--- config.mk ---
export PLATFORM = sky130hd
export DESIGN_NAME = simon_decryptor_flat
export DESIGN_NICKNAME = d
export VERILOG_FILES = /design/src/rtl/simon_decryptor_if.sv /design/src/rtl/simon_decryptor.sv /design/src/flat_wrapper.sv
export SDC_FILE = /design/constraint.sdc
export NUM_CORES = 1
export LEC_CHECK = 0
export BUFFER_PORTS_ARGS = -buffer_cell sky130_fd_sc_hd__buf_2
export CORE_UTILIZATION = 59
export CTS_CLUSTER_DIAMETER = 200
export DETAILED_ROUTE_END_ITERATION = 8
export PLACE_DENSITY = 0.87
export SKIP_CTS_REPAIR_TIMING = 1
export SLEW_MARGIN = 0
export SYNTH_ARGS = -nofsm -noshare
export SYNTH_HDL_FRONTEND = slang
export SYNTH_SLANG_ARGS = --single-unit
--- constraint.sdc ---
create_clock -name clk -period 9.1 [get_ports clk]
set_input_delay 0.455 -clock clk [delete_from_list [all_inputs] [get_ports clk]]
set_output_delay 0.455 -clock clk [all_outputs]
set_load 0.01 [all_outputs]
--- src/rtl/simon_decryptor_if.sv ---
// rtl/simon_decryptor_if.sv - request/result handshake bundle for simon_decryptor
interface simon_decryptor_if #(
  parameter int WORD_SIZE = 64
);
  logic                 start;
  logic [WORD_SIZE-1:0] ct_x;
  logic [WORD_SIZE-1:0] ct_y;
  logic [WORD_SIZE-1:0] key_a;
  logic [WORD_SIZE-1:0] key_b;
  logic                 busy;
  logic                 out_valid;
  logic                 out_ready;
  logic [WORD_SIZE-1:0] pt_x;
  logic [WORD_SIZE-1:0] pt_y;

  modport master (
    output start, ct_x, ct_y, key_a, key_b, out_ready,
    input  busy, out_valid, pt_x, pt_y
  );

  modport slave (
    input  start, ct_x, ct_y, key_a, key_b, out_ready,
    output busy, out_valid, pt_x, pt_y
  );
endinterface

--- src/rtl/simon_decryptor.sv ---
// rtl/simon_decryptor.sv - SIMON128/128 iterative decryptor, one inverse round per clock
// SIMON_DEC_FWD_KEY_EN: accept the master key and expand it on chip before decrypting.
module simon_decryptor #(
  parameter int WORD_SIZE = 64,
  parameter int ROUNDS    = 68
) (
  input logic              clk,
  input logic              reset,
  simon_decryptor_if.slave bus
);
  localparam logic [WORD_SIZE-1:0] KEY_C = 64'hFFFF_FFFF_FFFF_FFFC;
  // z2 with index 0 at bit 63; two pad bits keep any 6-bit index in range
  localparam logic [63:0] Z2 = {62'b10101111011100000011010010011000101000010001111110010110110011, 2'b00};
  localparam logic [6:0]  LAST_I = 7'(ROUNDS - 1);

`ifdef SIMON_DEC_FWD_KEY_EN
  localparam logic [6:0] LAST_J = 7'(ROUNDS - 3);
  typedef enum logic [1:0] {IDLE, RUN, DONE, EXPAND} state_t;
`else
  typedef enum logic [1:0] {IDLE, RUN, DONE} state_t;
`endif

  state_t               state_q, state_d;
  logic [WORD_SIZE-1:0] x, y, ka, kb, k_next;
  logic [6:0]           i, z_idx;
  logic [5:0]           z_sel;

  function automatic logic [WORD_SIZE-1:0] rol(input logic [WORD_SIZE-1:0] v, input int n);
    return (v << n) | (v >> (WORD_SIZE - n));
  endfunction

  function automatic logic [WORD_SIZE-1:0] f(input logic [WORD_SIZE-1:0] v);
    return (rol(v, 1) & rol(v, 8)) ^ rol(v, 2);
  endfunction

  // Pair (ka, kb) runs in both directions with one formula:
  // RUN holds (k_i, k_(i-1)) -> k_(i-2); EXPAND holds (k_j, k_(j+1)) -> k_(j+2).
  always_comb begin
    z_idx  = (state_q == RUN) ? i - 7'd2 : i;
    z_sel  = (z_idx >= 7'd62) ? 6'(z_idx - 7'd62) : z_idx[5:0];
    k_next = ka ^ rol(kb, WORD_SIZE - 3) ^ rol(kb, WORD_SIZE - 4) ^ KEY_C
           ^ {{(WORD_SIZE-1){1'b0}}, Z2[6'd63 - z_sel]};
  end

  always_ff @(posedge clk or negedge reset) begin
    if (!reset) state_q <= IDLE;
    else        state_q <= state_d;
  end

  always_comb begin
    state_d = state_q;
    case (state_q)
`ifdef SIMON_DEC_FWD_KEY_EN
      IDLE:    if (bus.start) state_d = EXPAND;
      EXPAND:  if (i == LAST_J) state_d = RUN;
`else
      IDLE:    if (bus.start) state_d = RUN;
`endif
      RUN:     if (i == 7'd0) state_d = DONE;
      DONE:    if (bus.out_ready) state_d = IDLE;
      default: state_d = IDLE;
    endcase
  end

  always_ff @(posedge clk or negedge reset) begin
    if (!reset) begin
      x  <= '0;
      y  <= '0;
      ka <= '0;
      kb <= '0;
      i  <= '0;
    end else begin
      case (state_q)
        IDLE: begin
          if (bus.start) begin
            x <= bus.ct_x;
            y <= bus.ct_y;
`ifdef SIMON_DEC_FWD_KEY_EN
            ka <= bus.key_b;
            kb <= bus.key_a;
            i  <= '0;
`else
            ka <= bus.key_a;
            kb <= bus.key_b;
            i  <= LAST_I;
`endif
          end
        end
`ifdef SIMON_DEC_FWD_KEY_EN
        EXPAND: begin
          // last step swaps into decrypt order: ka = k67, kb keeps k66
          if (i == LAST_J) begin
            ka <= k_next;
            i  <= LAST_I;
          end else begin
            ka <= kb;
            kb <= k_next;
            i  <= i + 7'd1;
          end
        end
`endif
        RUN: begin
          x  <= y;
          y  <= x ^ f(y) ^ ka;
          ka <= kb;
          kb <= k_next;
          if (i != 7'd0) i <= i - 7'd1;
        end
        default: ;
      endcase
    end
  end

  assign bus.busy      = (state_q != IDLE);
  assign bus.out_valid = (state_q == DONE);
  assign bus.pt_x      = x;
  assign bus.pt_y      = y;
endmodule

--- src/flat_wrapper.sv ---
// flat-port wrapper written by rule: the top's interface ports become plain ports
module simon_decryptor_flat 
#(
  parameter int WORD_SIZE = 64,
  parameter int ROUNDS    = 68
)
  (clk, reset, bus_start, bus_ct_x, bus_ct_y, bus_key_a, bus_key_b, bus_out_ready, bus_busy, bus_out_valid, bus_pt_x, bus_pt_y);
  simon_decryptor_if #(.WORD_SIZE(WORD_SIZE)) bus_i ();
  input logic clk;
  input logic reset;
  input wire logic [$bits(bus_i.start)-1:0] bus_start;
  input wire logic [$bits(bus_i.ct_x)-1:0] bus_ct_x;
  input wire logic [$bits(bus_i.ct_y)-1:0] bus_ct_y;
  input wire logic [$bits(bus_i.key_a)-1:0] bus_key_a;
  input wire logic [$bits(bus_i.key_b)-1:0] bus_key_b;
  input wire logic [$bits(bus_i.out_ready)-1:0] bus_out_ready;
  output wire logic [$bits(bus_i.busy)-1:0] bus_busy;
  output wire logic [$bits(bus_i.out_valid)-1:0] bus_out_valid;
  output wire logic [$bits(bus_i.pt_x)-1:0] bus_pt_x;
  output wire logic [$bits(bus_i.pt_y)-1:0] bus_pt_y;
  assign bus_i.start = bus_start;
  assign bus_i.ct_x = bus_ct_x;
  assign bus_i.ct_y = bus_ct_y;
  assign bus_i.key_a = bus_key_a;
  assign bus_i.key_b = bus_key_b;
  assign bus_i.out_ready = bus_out_ready;
  assign bus_busy = bus_i.busy;
  assign bus_out_valid = bus_i.out_valid;
  assign bus_pt_x = bus_i.pt_x;
  assign bus_pt_y = bus_i.pt_y;
  simon_decryptor #(.WORD_SIZE(WORD_SIZE), .ROUNDS(ROUNDS)) u_core (.clk(clk), .reset(reset), .bus(bus_i));
endmodule
==> results.yml <==
sta:
  finalHoldViolations: 3
  max_freq_mhz: 238
  setup_viol: 0
  tightest_slew_ps: 1210
  fin_crit_sh: 0.462
  rsz0062_at_grt: "false"
  fin_crit_ps: 4210
  maxSlewViolCount: 0
  clock_skew_ps: 10.3
  setup_tns_ps: 0
  hold_ws_ps: -13.5
  slew-limit-headroom: 0.192
synthesis:
  yosysTopAreaCell: "dfrtp_1"
  seq_area_frac_synth: 0.427
  yosys_register_bits: 265
  yosysUniqueCellTypes: 52
  async_reset_ff_frac: 1.00
  synth_edf_count: 0
  yosysMostFrequentCell: "nand2_1"
  synth_ff_type: "dfrtp_1"
  avgSynthCellArea_um2: 8.47
  ys_top_cells_by_count: "nand2_1, xnor2_1, dfrtp_1"
  yosys_warnings: 0
  synth_top_area_share: 0.427
  synth_area_leaders: "dfrtp_1, xnor2_1, nand2_1"
  synthCells: 1832
  synth_nets: 2099
  synth_area_um2: 15500
power:
  p_leak_nw: 8.08
  max-vdd-ir-drop_v: 0.000260
  fin_total_pwr_mw: 8.99
  p_per_area_nw_per_um2: 487
die:
  core_area_um2: 25500
  die_area_um2: 26900
  die_w_um: 164
  std_cell_rows: 58
  initial_utilization: 0.609
  pin_count: 390
  die_y_um: 164
detailed_routing:
  drt_pass1_iterations: 5
  vias_per_cell: 6.00
  drt_wl_total_mm: 48.1
  wire_per_inst_um: 19.3
  antenna_left: 0
  num_vias: 14973
  drt_iter0_drc: 1693
  drc: 0
worst_setup_path:
  startpoint_type: "register"
  cp-startpoint: "u_core.state_q[0]"
  r2r-start: "u_core.state_q[0]"
  crit_path_end_kind: "register"
  crit_type: "register to register"
  max_stage_delay_ps: 840
  critPathArrivalTime_ps: 4660
  cp_slowest_cell: "nand2_4"
  crit_top_cell: "nand2_1"
  crit_fanout: 112
  required_ps: 9550
  worstPathCellList: "nand2_4, nand2_1, nand2_1, ha_1, nand2_1, o311ai_2, xor2_1, ha_1, mux2i_1, mux2i_1, a32o_1, a32o_1, a211oi_1"
finish:
  area_growth_syn_to_layout_pct: 19.1
  final_cell_area_um2: 18500
  nNetsFinal: 2408
  fillCellCount: 1957
  drive_above_1_share: 0.215
grt:
  grt_start_max_net_pins: 132
  antenna_found_initial: 10
  track_usage: 0.349
  grt_overflow: 0
  grt_pass1_wl_mm: 74.4
  grt_pass1_vias: 14067
place:
  post-dp-hpwl_mm: 32.3
  port_buffers: 389
  dpl_cell_area_um2: 17500
  gp_congestion: 0.910
clocking:
  cts_tree: "yes"
  cts.path.max_buffers: 3
  cts_num_sinks: 265
  clkTransAtPathRegs_ps: 60
  htreeDepth: 1
  root_buffer: "clkbuf_16"
  clock_latency_ps: 540
  numCtsBuffers: 29
run_status:
  status: "finished with violations"
  violations: "negative hold slack"
run:
  drv_cap: 0
hold_path:
  hold_class: "input pin to async pin"
-- worst paths after layout --
check	slack, ps	end	cells after the start
max in group asynchronous	6740	u_core.state_q[0]	3
min reg2reg	580	u_core.bus.pt_x[19]	2
max	4890	u_core.kb[0]	13
max reg2reg	4890	u_core.kb[0]	13
min	-10	u_core.bus.pt_x[49]	1
min in group clk	160	u_core.bus.pt_x[60]	3
-- layer usage --
metal / up-vias / track usage / part of all wire
li1: 6833 / - / -
met2: 745 / 0.574 / 0.48
met4: 10 / 0.150 / 0.038
met1: 7250 / 0.451 / 0.40
met3: 135 / 0.0601 / 0.085
met5: - / 0 / 0.0012
-- worst max-delay path, delay by kind of cell, from the launching register on --
kind | cells | cell delay [ps]
simple gates | 4 | 1180
xor+xnor | 1 | 450
fa+ha+maj | 2 | 500
flops | 1 | 590
compound gates | 4 | 1120
mux | 2 | 260
-- state kept, by name (all words and copies together), names as in the netlist --
signal and flops:
u_core.bus.pt_x 64, u_core.bus.pt_y 64, u_core.ka 64, u_core.kb 64, u_core.i 7, u_core.state_q 2
-- through the flow --
step,std cells,setup WS [ps],util
after global routing,2493,4540,0.725
final,2496,4890,0.725
after floorplan,1832,5900,-
after CTS,2489,4920,0.725
after global placement,2440,5120,0.688
after detailed placement,2440,4950,0.688
-- cells in the final DEF, fill, tap and decap left out, types with 3 or more instances in the layout --
cell type,count
nand2_1,456
buf_2,388
xnor2_1,326
dfrtp_1,264
nor2_1,203
a31oi_1,192
a21oi_1,66
o22a_1,63
o22ai_1,63
clkbuf_16,29
buf_4,13
clkbuf_8,9
diode_2,7
ha_1,7
inv_1,6
nor3_1,5
clkinv_2,5
nand3_1,4
xor2_1,4
nand2b_1,4
clkbuf_1,4
mux2i_1,3
-- cells by family after synthesis --
group           share of synthesized area
buf+inv                            0.0330
flops                               0.427
simple gates                        0.174
compound gates                      0.171
fa+ha+maj                         0.00564
xor+xnor                            0.186
mux                               0.00290
-- where the power goes --
part | total, mW | internal (mW) | switching, mW
Combinational | 4.89 | 2.48 | 2.41
Sequential | 2.94 | 1.87 | 1.08
Clock | 1.16 | 0.680 | 0.478
-- final cells by class --
type                    count  area [um^2]  share of cell area
diodes                      7         17.5            0.000948
clock buffers              42          865              0.0468
clock inverters             7         63.8             0.00345
inverters                   7         26.3             0.00142
multi-input cells        1436         8400               0.455
flip-flops and latches    265         6630               0.359
well taps                 330          413              0.0224
repair buffers            402         2050               0.111
No activity file was read; power rests on OpenSTA's default activity.
